## config.mk

```make
export PLATFORM = sky130hd
export DESIGN_NAME = score_digit_arbiter
export DESIGN_NICKNAME = d
export VERILOG_FILES = /design/src/rtl/score_digit_arbiter.sv
export SDC_FILE = /design/constraint.sdc
export NUM_CORES = 1
export LEC_CHECK = 0
export BUFFER_PORTS_ARGS = -buffer_cell sky130_fd_sc_hd__buf_2
export CAP_MARGIN = 20
export CORE_MARGIN = 2
export CORE_UTILIZATION = 40
export DETAILED_ROUTE_END_ITERATION = 6
export SYNTH_ARGS = -nofsm -noshare
export SYNTH_HDL_FRONTEND = slang
export SYNTH_SLANG_ARGS = --single-unit
```

## constraint.sdc

```tcl
create_clock -name clk25 -period 7.9 [get_ports clk25]
set_input_delay 0.79 -clock clk25 [delete_from_list [all_inputs] [get_ports clk25]]
set_output_delay 0.79 -clock clk25 [all_outputs]
set_load 0.05 [all_outputs]
```

## src/rtl/score_digit_arbiter.sv

```systemverilog
// Shares one stacked 10-glyph digit ROM among the four score windows of the Pong screen.
// Latency: x/y/blank to pix_rgb/pix_on/blank_d is 2+ROM_LAT clocks; rom_addr is registered 1 clock after x/y.
// No backpressure: one ROM access and one pixel per clock, never stalls.
module score_digit_arbiter #(
  parameter int X_TENS_1     = 215,
  parameter int X_ONES_1     = 260,
  parameter int X_TENS_2     = 390,
  parameter int X_ONES_2     = 435,
  parameter int Y_POS        = 10,
  parameter int DIG_W        = 55,
  parameter int DIG_H        = 75,
  parameter int ROM_LAT      = 1,
  parameter int BLINK_FRAMES = 32
) (
  input  logic        clk25,
  input  logic        reset_n,
  input  logic [9:0]  x,
  input  logic [9:0]  y,
  input  logic        blank,
  input  logic [3:0]  score_1_tens,
  input  logic [3:0]  score_1_ones,
  input  logic [3:0]  score_2_tens,
  input  logic [3:0]  score_2_ones,
  output logic [15:0] rom_addr,
  input  logic [8:0]  rom_q,
  output logic [8:0]  pix_rgb,
  output logic        pix_on,
  output logic        blank_d
);

  localparam int          BW    = $clog2(BLINK_FRAMES + 1);
  localparam logic [15:0] GLYPH = 16'(DIG_W * DIG_H);
  localparam logic [15:0] ROW   = 16'(DIG_W);
  localparam logic [10:0] W     = 11'(DIG_W);
  localparam logic [10:0] Y_LO  = 11'(Y_POS);
  localparam logic [10:0] Y_HI  = 11'(Y_POS + DIG_H);
  localparam logic [10:0] X_LO [4] = '{11'(X_TENS_1), 11'(X_ONES_1), 11'(X_TENS_2), 11'(X_ONES_2)};

  logic [3:0]    score [4];
  logic [3:0]    shadow [4];
  logic [BW-1:0] blink_cnt [4];
  logic          frame_start;
  logic [10:0]   xe, ye;
  logic [3:0]    hit;
  logic          any_hit;
  logic [1:0]    sel;
  logic [10:0]   off_x, off_y;
  logic [15:0]   addr_c;
  logic          vis_c;
  logic [ROM_LAT:0] vis_p, blank_p;
  logic          show;

  assign score[0]    = score_1_tens;
  assign score[1]    = score_1_ones;
  assign score[2]    = score_2_tens;
  assign score[3]    = score_2_ones;
  assign frame_start = (x == 10'd0) && (y == 10'd0);
  assign xe          = {1'b0, x};
  assign ye          = {1'b0, y};

  // Snapshot live scores once per frame and restart the blink window of any digit that changed
  always_ff @(posedge clk25 or negedge reset_n) begin
    if (!reset_n) begin
      for (int i = 0; i < 4; i++) begin
        shadow[i]    <= '0;
        blink_cnt[i] <= '0;
      end
    end else if (frame_start) begin
      for (int i = 0; i < 4; i++) begin
        shadow[i] <= score[i];
        if (score[i] != shadow[i])
          blink_cnt[i] <= BW'(BLINK_FRAMES);
        else if (blink_cnt[i] != '0)
          blink_cnt[i] <= blink_cnt[i] - BW'(1);
      end
    end
  end

  // Window hit tests for the current pixel
  always_comb begin
    hit = '0;
    for (int i = 0; i < 4; i++)
      hit[i] = !blank && (xe >= X_LO[i]) && (xe < X_LO[i] + W) && (ye >= Y_LO) && (ye < Y_HI);
  end

  // Lowest window index wins where windows overlap; form the glyph address and visibility
  always_comb begin
    any_hit = |hit;
    sel     = 2'd0;
    for (int i = 3; i >= 0; i--)
      if (hit[i]) sel = 2'(i);
    off_x  = xe - X_LO[sel];
    off_y  = ye - Y_LO;
    addr_c = ({12'd0, shadow[sel]} * GLYPH) + ({5'd0, off_y} * ROW) + {5'd0, off_x};
    vis_c  = any_hit && (shadow[sel] <= 4'd9) && !blink_cnt[sel][3];
  end

  // Stage 1 address register (held when nothing is drawn) plus vis/blank delay line tracking the ROM
  always_ff @(posedge clk25 or negedge reset_n) begin
    if (!reset_n) begin
      rom_addr <= '0;
      vis_p    <= '0;
      blank_p  <= '0;
    end else begin
      if (vis_c) rom_addr <= addr_c;
      vis_p   <= {vis_p[ROM_LAT-1:0], vis_c};
      blank_p <= {blank_p[ROM_LAT-1:0], blank};
    end
  end

  // Colour 0 in the ROM is transparent
  assign show = vis_p[ROM_LAT] && (rom_q != 9'd0);

  // Output register aligned with blank_d
  always_ff @(posedge clk25 or negedge reset_n) begin
    if (!reset_n) begin
      pix_on  <= 1'b0;
      pix_rgb <= '0;
      blank_d <= 1'b0;
    end else begin
      pix_on  <= show;
      pix_rgb <= show ? rom_q : 9'd0;
      blank_d <= blank_p[ROM_LAT];
    end
  end

endmodule

```

==> results.cfg, run 1 <==
[clocking]
numCtsBuffers = 9
clkSinkCount = 71
cts-root-buf = clkbuf_16
cts_tree = built
worstSkewPairLatency_ns = 0.35
cts.clk_slew.worst_paths_ns = 0.06
cts_buffer_depth = 2
hold_buffers = 0
htreeDepth = 3
post-cts-setup-buffer-count = 0
post_cts_resized = 0

[logic_synthesis]
synth_nets = 828
synthFlopType = dfrtp_1
syn_avg_cell_area_um2 = 10.1
yosys.area_share.simple = 0.114
synth_area_leaders = dfrtp_1 27%, fa_1 15%, ha_1 14%
synth-edff-count = 0
ys_types = 58
synth_compound_area_frac = 0.105
yosys.area_share.adder = 0.296
yosysMostFrequentCell = inv_1
async_flop_share = 1.00
synth_top_family_by_area = adder cells
netlist_instances = 654
ys_seq_elements = 71
yosys.area_share.xor_xnor = 0.0685
yosys-top-cells-count = 117 x inv_1, 75 x ha_1, 71 x dfrtp_1
synth_top_area_cell = dfrtp_1
synth_warnings = 0
syn-cell-area_mm2 = 0.00663
synth_top_area_frac = 0.268
synth.area.mux_share = 0.0740
seq_area_frac_synth = 0.268

[sta]
relSlewSlack = 0.376
skew_ns = 0.00770
finalWorstSetupSlack_ns = 0.382
period_share = 0.952
worst_slew_pin_slew_ns = 0.935
period_minus_slack_ns = 7.52
drv_slew = 0
setup_viol = 0
fmax_ghz = 0.133
final-hold-violation-count = 0

[finish]
post-route-util = 0.461
insertedDiodeCount = 0
fin_nets = 912
fillerInstances = 1560
final_area_mm2 = 0.00757
syn_to_final_growth_pct = 14.2
layout-drive-gt1-share = 0.209

[drt]
drt_iter0_drc = 167
drc = 0
first_pass_iters = 6
detail-route-antenna-nets = 0
vias_per_cell = 4.95
wire_per_inst_um = 15.0
via_count = 4770
totalWireLength_um = 14500

[setup_path]
required_ns = 8.13
cp_slowest_cell = fa_1
crit_start = y[0]
criticalPathCategory = in -> reg
startpoint_type = input port
reg2reg_slack_ns = 1.98
arrival_ns = 7.75
critical-path-max-stage-delay_ns = 0.52
r2r_start = shadow[15]$_DFFE_PN0P_
path_common_cell = inv_1
end_kind = flip-flop
critPathMaxFanout = 9
crit_end = rom_addr[15]$_DFFE_PN0P_
worstRegToRegCells = 20
rr_endpoint = rom_addr[15]$_DFFE_PN0P_

[global_routing]
globalRouteTotalUtil = 0.175
antenna_found_initial = 0
grt_pass1_vias = 5140
grt_max_degree = 72
grt_overflow = 0
grt_pass1_wl_um = 24400

[placement]
placed_area_mm2 = 0.00726
dp_hpwl_um = 11900
gp_congestion = 0.843
placement.io_buffers = 74
dpl_worst_slack_ns = 0.00475

[die]
die-height_um = 133
initial_utilization = 0.404
core_mm2 = 0.0164
die_w_um = 133
num_rows = 47
die_area_mm2 = 0.0176
ios = 75

[power_and_ir_drop]
ir_drop_uv = 156
p_leak_uw = 0.00388
p_total_uw = 2190
p_per_area_mw_per_mm2 = 290

[run_status]
outcome = finished, final reports clean

[job]
drv_cap = 0

[hold_path]
worstHoldPathType = reg -> reg
## per-layer routing
metal / track usage / vias to the layer above / part of all wire
met4: 0.0729 / 0 / 0.025
li1: - / 2353 / -
met3: 0.0287 / 20 / 0.028
met2: 0.320 / 64 / 0.52
met5: 0 / - / 0
met1: 0.202 / 2333 / 0.43
## final cells by class
cell class | count | area [um^2] | share of cell area
clock buffer | 10 | 229 | 0.0303
tap | 220 | 275 | 0.0364
clock inverter | 6 | 67.6 | 0.00893
sequential | 71 | 1780 | 0.235
multi-input combinational | 459 | 4360 | 0.576
timing repair buffer | 80 | 418 | 0.0552
inverter | 117 | 439 | 0.0580
## worst min path at each step
stage | endpoint | cells past startpoint | startpoint
final | blank_p[1]$_DFF_PN0_ | 0 | blank_p[0]$_DFF_PN0_
after global routing | blank_d$_DFF_PN0_ | 0 | blank_p[1]$_DFF_PN0_
after global placement | vis_p[1]$_DFF_PN0_ | 0 | vis_p[0]$_DFF_PN0_
after detailed placement | vis_p[1]$_DFF_PN0_ | 0 | vis_p[0]$_DFF_PN0_
after floorplan | blank_d$_DFF_PN0_ | 0 | blank_p[1]$_DFF_PN0_
after CTS | blank_p[1]$_DFF_PN0_ | 0 | blank_p[0]$_DFF_PN0_
## cells by family (layout without fill, tap and decap cells)
group	after synthesis	after routing
mux	39	39
buf+inv	124	213
compound gates	100	100
simple gates	143	143
flops	71	71
fa+ha+maj	126	126
xor+xnor	51	51
## metrics by stage
stage / setup TNS [ns] / instances / hold WS [ns]
5_1_grt: -0.00968 / 963 / 0.367
3_3_place_gp: 0 / 947 / 0.335
3_5_place_dp: 0 / 947 / 0.335
2_1_floorplan: 0 / 654 / 0.331
4_1_cts: 0 / 963 / 0.355
6_report: 0 / 963 / 0.351
## registers in the layout, summed over array words and instances, names as in the netlist
register,flops
pix_rgb,9
vis_p,2
blank_p,2
blink_cnt,24
rom_addr,16
blank_d,1
pix_on,1
shadow,16
## critical path, delay by kind of cell
family | cells | cell delay, ns
AOI/OAI and AO/OA | 8 | 1.86
xor gates and xnor gates | 1 | 0.08
and+or+nand+nor | 6 | 0.99
adders and majority gates | 7 | 2.97
buffers and inverters | 8 | 0.78
muxes | 1 | 0.26
## power by group
part | total, uW | leakage, uW | internal [uW] | switching (uW)
clock network | 414 | 0.000139 | 246 | 167
logic | 1370 | 0.00277 | 606 | 767
registers | 409 | 0.000965 | 394 | 15.0
## placed cells by master, fill, tap and decap left out, types with 8 or more instances in the layout
| cell | count |
|---|---|
| or2_2 | 9 |
| xnor2_1 | 39 |
| nand2_1 | 26 |
| inv_1 | 117 |
| fa_1 | 51 |
| clkbuf_16 | 9 |
| nor2_1 | 35 |
| dfrtp_1 | 71 |
| buf_2 | 73 |
| and2_1 | 10 |
| mux2_2 | 24 |
| a21oi_1 | 16 |
| xor2_1 | 11 |
| o21ai_0 | 31 |
| nor3_1 | 12 |
| mux2_4 | 9 |
| ha_1 | 75 |
| or3_1 | 8 |
No activity file was read; power rests on OpenSTA's default activity.
==> run 2, diff against run 1 <==
Settings changed: CELL_PAD_IN_SITES_DETAIL_PLACEMENT set to 0, CELL_PAD_IN_SITES_GLOBAL_PLACEMENT set to 1, PLACE_DENSITY_LB_ADDON set to 0.1.
==> results.cfg, run 2 (synthesized netlist as in run 1, its figures left out) <==
[drt]
first_pass_iters = 5
drc = 0
vias_per_cell = 4.89
via_count = 4726
detail-route-antenna-nets = 0
drt_iter0_drc = 129
totalWireLength_um = 14500
wire_per_inst_um = 15.0

[setup_path]
cp_top_family = adder cells
criticalPathCategory = in -> reg
end_kind = flip-flop
r2r_start = shadow[11]$_DFFE_PN0P_
startpoint_type = input port
critPathMaxFanout = 9
critical-path-max-stage-delay_ns = 0.53
required_ns = 8.14
path_common_cell = inv_1
rr_endpoint = rom_addr[15]$_DFFE_PN0P_
path_buf_inv = 8
cp_slowest_cell = fa_1
worstRegToRegCells = 20
reg2reg_slack_ns = 2.06
arrival_ns = 7.61

[global_routing]
grt_pass1_wl_um = 24200
grt_max_degree = 72
grt_overflow = 0
grt_pass1_vias = 4928
antenna_found_initial = 0
globalRouteTotalUtil = 0.174

[finish]
regMostFlops = blink_cnt
layout_common_cells = 117 x inv_1, 75 x ha_1, 73 x buf_2, 71 x dfrtp_1, 51 x fa_1
insertedDiodeCount = 0
final_common_cell = inv_1
fin_nets = 916
fillerInstances = 1565
layout-drive-gt1-share = 0.212
largest_reg_flops = 24
reg_top3 = blink_cnt x24, rom_addr x16, shadow x16
syn_to_final_growth_pct = 14.9
instances_no_fill = 967
post-route-util = 0.464

[hold_path]
worstHoldPathType = reg -> reg
whs_endpoint = blank_p[1]$_DFF_PN0_
min_from = blank_p[0]$_DFF_PN0_
min_path_cells = 0

[die]
num_rows = 47
initial_utilization = 0.404
die_area_mm2 = 0.0176
core_mm2 = 0.0164
ios = 75
die-height_um = 133
die_w_um = 133

[sta]
fin_setup_tns_ns = 0
relSlewSlack = 0.367
setup_viol = 0
rsz0062_at_grt = no
hold_ws_ns = 0.350
final-hold-violation-count = 0
drv_slew = 0
period_share = 0.933
fmax_ghz = 0.136
period_minus_slack_ns = 7.37
skew_ns = 0.0116
worst_slew_pin_slew_ns = 0.950

[placement]
placement.io_buffers = 74
dp_cells = 951
dp_hpwl_um = 11900
gp_congestion = 0.860

[clocking]
numCtsBuffers = 9
htreeDepth = 3
clkSinkCount = 71
cts.clk_slew.worst_paths_ns = 0.07
cts-root-buf = clkbuf_16
worstSkewPairLatency_ns = 0.35
cts_buffer_depth = 2
cts_tree = built

[power_and_ir_drop]
p_leak_uw = 0.00391
ir_drop_uv = 197
p_per_area_mw_per_mm2 = 293

[run_status]
outcome = finished, final reports clean

[job]
drv_cap = 0
## run 2: how the worst max path moves through the flow
stage          startpoint                        to  slack [ns]  cells after the start
2_1_floorplan        y[0]  rom_addr[15]$_DFFE_PN0P_        0.57                     27
3_3_place_gp         y[0]  rom_addr[15]$_DFFE_PN0P_        0.21                     31
3_5_place_dp         y[0]  rom_addr[15]$_DFFE_PN0P_        0.07                     31
4_1_cts              y[0]  rom_addr[15]$_DFFE_PN0P_        0.44                     31
5_1_grt              y[0]  rom_addr[15]$_DFFE_PN0P_        0.08                     31
6_report             y[0]  rom_addr[15]$_DFFE_PN0P_        0.53                     31
## run 2: layout make-up
class	count	area [um^2]	share of cell area
clock buffer	11	243	0.0319
multi-input combinational	459	4360	0.572
inverter	117	439	0.0576
tap	220	275	0.0361
sequential	71	1780	0.233
timing repair buffer	84	448	0.0588
clock inverter	5	81.3	0.0107
## run 2: repair_timing
action,CTS,global route
gates resized for setup,0,1
setup buffers,0,0
setup endpoints to repair,0,1
hold buffers,0,0
## run 2: routing by layer
metal / vias to the layer above / GRT usage / wire length, um
li1: 2366 / - / -
met5: - / 0 / 0
met1: 2294 / 0.214 / 6520
met4: 0 / 0.0430 / 151
met2: 55 / 0.313 / 7520
met3: 11 / 0.0333 / 340
## run 2: report_power, final
| group | switching [uW] | internal (uW) |
|---|---|---|
| sequential | 15.0 | 393 |
| combinational | 758 | 610 |
| clock | 170 | 285 |
| total | 943 | 1290 |
## run 2: stage by stage
step	power, uW	cell area (um^2)	setup WS, ns
floorplan	1530	6630	0.569
global placement	1800	7290	0.206
detailed placement	1800	7290	0.0736
CTS	2270	7620	0.445
global route	2470	7620	0.0768
finish	2230	7620	0.527
==> run 3, diff against run 2 <==
Clock period 7.9 ns to 7.6 ns, I/O delays scaled along.
==> results.cfg, run 3 (synthesized netlist as in run 1, its figures left out) <==
[sta]
skew_ns = 0.00969
worst_slew_pin_slew_ns = 0.955
relSlewSlack = 0.363
fmax_ghz = 0.139
hold_ws_ns = 0.356
setup_viol = 0
final-hold-violation-count = 0
period_share = 0.948
period_minus_slack_ns = 7.20
drv_slew = 0
fin_setup_tns_ns = 0

[setup_path]
startpoint_type = input port
criticalPathCategory = in -> reg
arrival_ns = 7.44
rr_endpoint = rom_addr[15]$_DFFE_PN0P_
required_ns = 7.83
critPathMaxFanout = 8
critical-path-max-stage-delay_ns = 0.52
worstRegToRegCells = 20
cp_slowest_cell = fa_1
end_kind = flip-flop
reg2reg_slack_ns = 1.77
r2r_start = shadow[11]$_DFFE_PN0P_

[finish]
fin_nets = 931
layout-drive-gt1-share = 0.230
largest_reg_flops = 24
reg_top3 = blink_cnt x24, rom_addr x16, shadow x16
final_area_mm2 = 0.00777
final_common_cell = inv_1
syn_to_final_growth_pct = 17.3
regMostFlops = blink_cnt
insertedDiodeCount = 0
layout_common_cells = 117 x inv_1, 75 x ha_1, 73 x buf_2, 71 x dfrtp_1, 51 x fa_1
post-route-util = 0.474

[global_routing]
grt_pass1_vias = 5143
antenna_found_initial = 0
grt_overflow = 0
grt_max_degree = 72
globalRouteTotalUtil = 0.178
grt_pass1_wl_um = 24900

[drt]
detail-route-antenna-nets = 0
vias_per_cell = 4.93
first_pass_iters = 5
drt_iter0_drc = 139
via_count = 4841
totalWireLength_um = 14600
drc = 0
wire_per_inst_um = 14.8

[clocking]
cts-root-buf = clkbuf_16
cts_tree = built
cts_buffer_depth = 2
cts.clk_slew.worst_paths_ns = 0.06
worstSkewPairLatency_ns = 0.35
htreeDepth = 3
clkSinkCount = 71
numCtsBuffers = 9

[die]
core_mm2 = 0.0164
initial_utilization = 0.404
die-height_um = 133
die_area_mm2 = 0.0176
die_w_um = 133
ios = 75
num_rows = 47

[placement]
dp_hpwl_um = 11900
placement.io_buffers = 74
placed_area_mm2 = 0.00742
gp_congestion = 0.880

[job]
drv_cap = 0

[run_status]
outcome = finished, final reports clean

[power_and_ir_drop]
ir_drop_uv = 224
p_leak_uw = 0.00400
p_total_uw = 2400
p_per_area_mw_per_mm2 = 309

[hold_path]
worstHoldPathType = reg -> reg
whs_endpoint = vis_p[1]$_DFF_PN0_
min_path_cells = 0
min_from = vis_p[0]$_DFF_PN0_
[run 3: power breakdown]
| part | switching (uW) | internal (uW) |
|---|---|---|
| Combinational | 792 | 681 |
| Clock | 175 | 331 |
| Sequential | 14.7 | 409 |
| Total | 981 | 1420 |
[run 3: per-stage QoR]
stage,cells,worst slack [ns]
global route,982,-0.0243
CTS,982,0.337
detailed placement,966,-0.0318
global placement,966,0.0607
finish,982,0.398
floorplan,654,0.299
[run 3: cell type report]
cell class                 count  area (um^2)
clock inverter                 5          104
timing repair buffer          99          573
fill                        1548         8630
tap                          220          275
multi-input combinational    459         4360
inverter                     117          439
sequential                    71         1780
clock buffer                  11          243
[run 3: timing repair]
action                                  4_1_cts  5_1_grt
endpoints found under the setup margin        0        2
gates resized for setup                       0        2
buffers inserted                              0        0
hold buffers                                  0        0
[run 3: per-layer routing]
metal,vias to the layer above,global-route usage,part of all wire
met1,2373,0.219,0.45
met4,0,0.0627,0.019
met3,15,0.0295,0.023
li1,2388,-,-
met5,-,0,0
met2,65,0.313,0.51
[run 3: worst max-delay path by stage]
stage / start / end / depth (start not counted)
6_report: y[0] / rom_addr[15]$_DFFE_PN0P_ / 29
3_5_place_dp: y[0] / rom_addr[15]$_DFFE_PN0P_ / 31
2_1_floorplan: y[0] / rom_addr[15]$_DFFE_PN0P_ / 27
5_1_grt: y[0] / rom_addr[15]$_DFFE_PN0P_ / 33
4_1_cts: y[0] / rom_addr[15]$_DFFE_PN0P_ / 29
3_3_place_gp: y[0] / rom_addr[15]$_DFFE_PN0P_ / 29
[run 3: worst max-delay path, delay by kind of cell]
| family | cells | cell delay, ns |
|---|---|---|
| XOR/XNOR | 1 | 0.08 |
| buffers and inverters | 7 | 0.56 |
| AND/OR/NAND/NOR | 3 | 0.86 |
| adder cells (fa/ha/maj) | 7 | 2.91 |
| AO/OA/AOI/OAI | 8 | 1.63 |
| multiplexers | 3 | 0.63 |
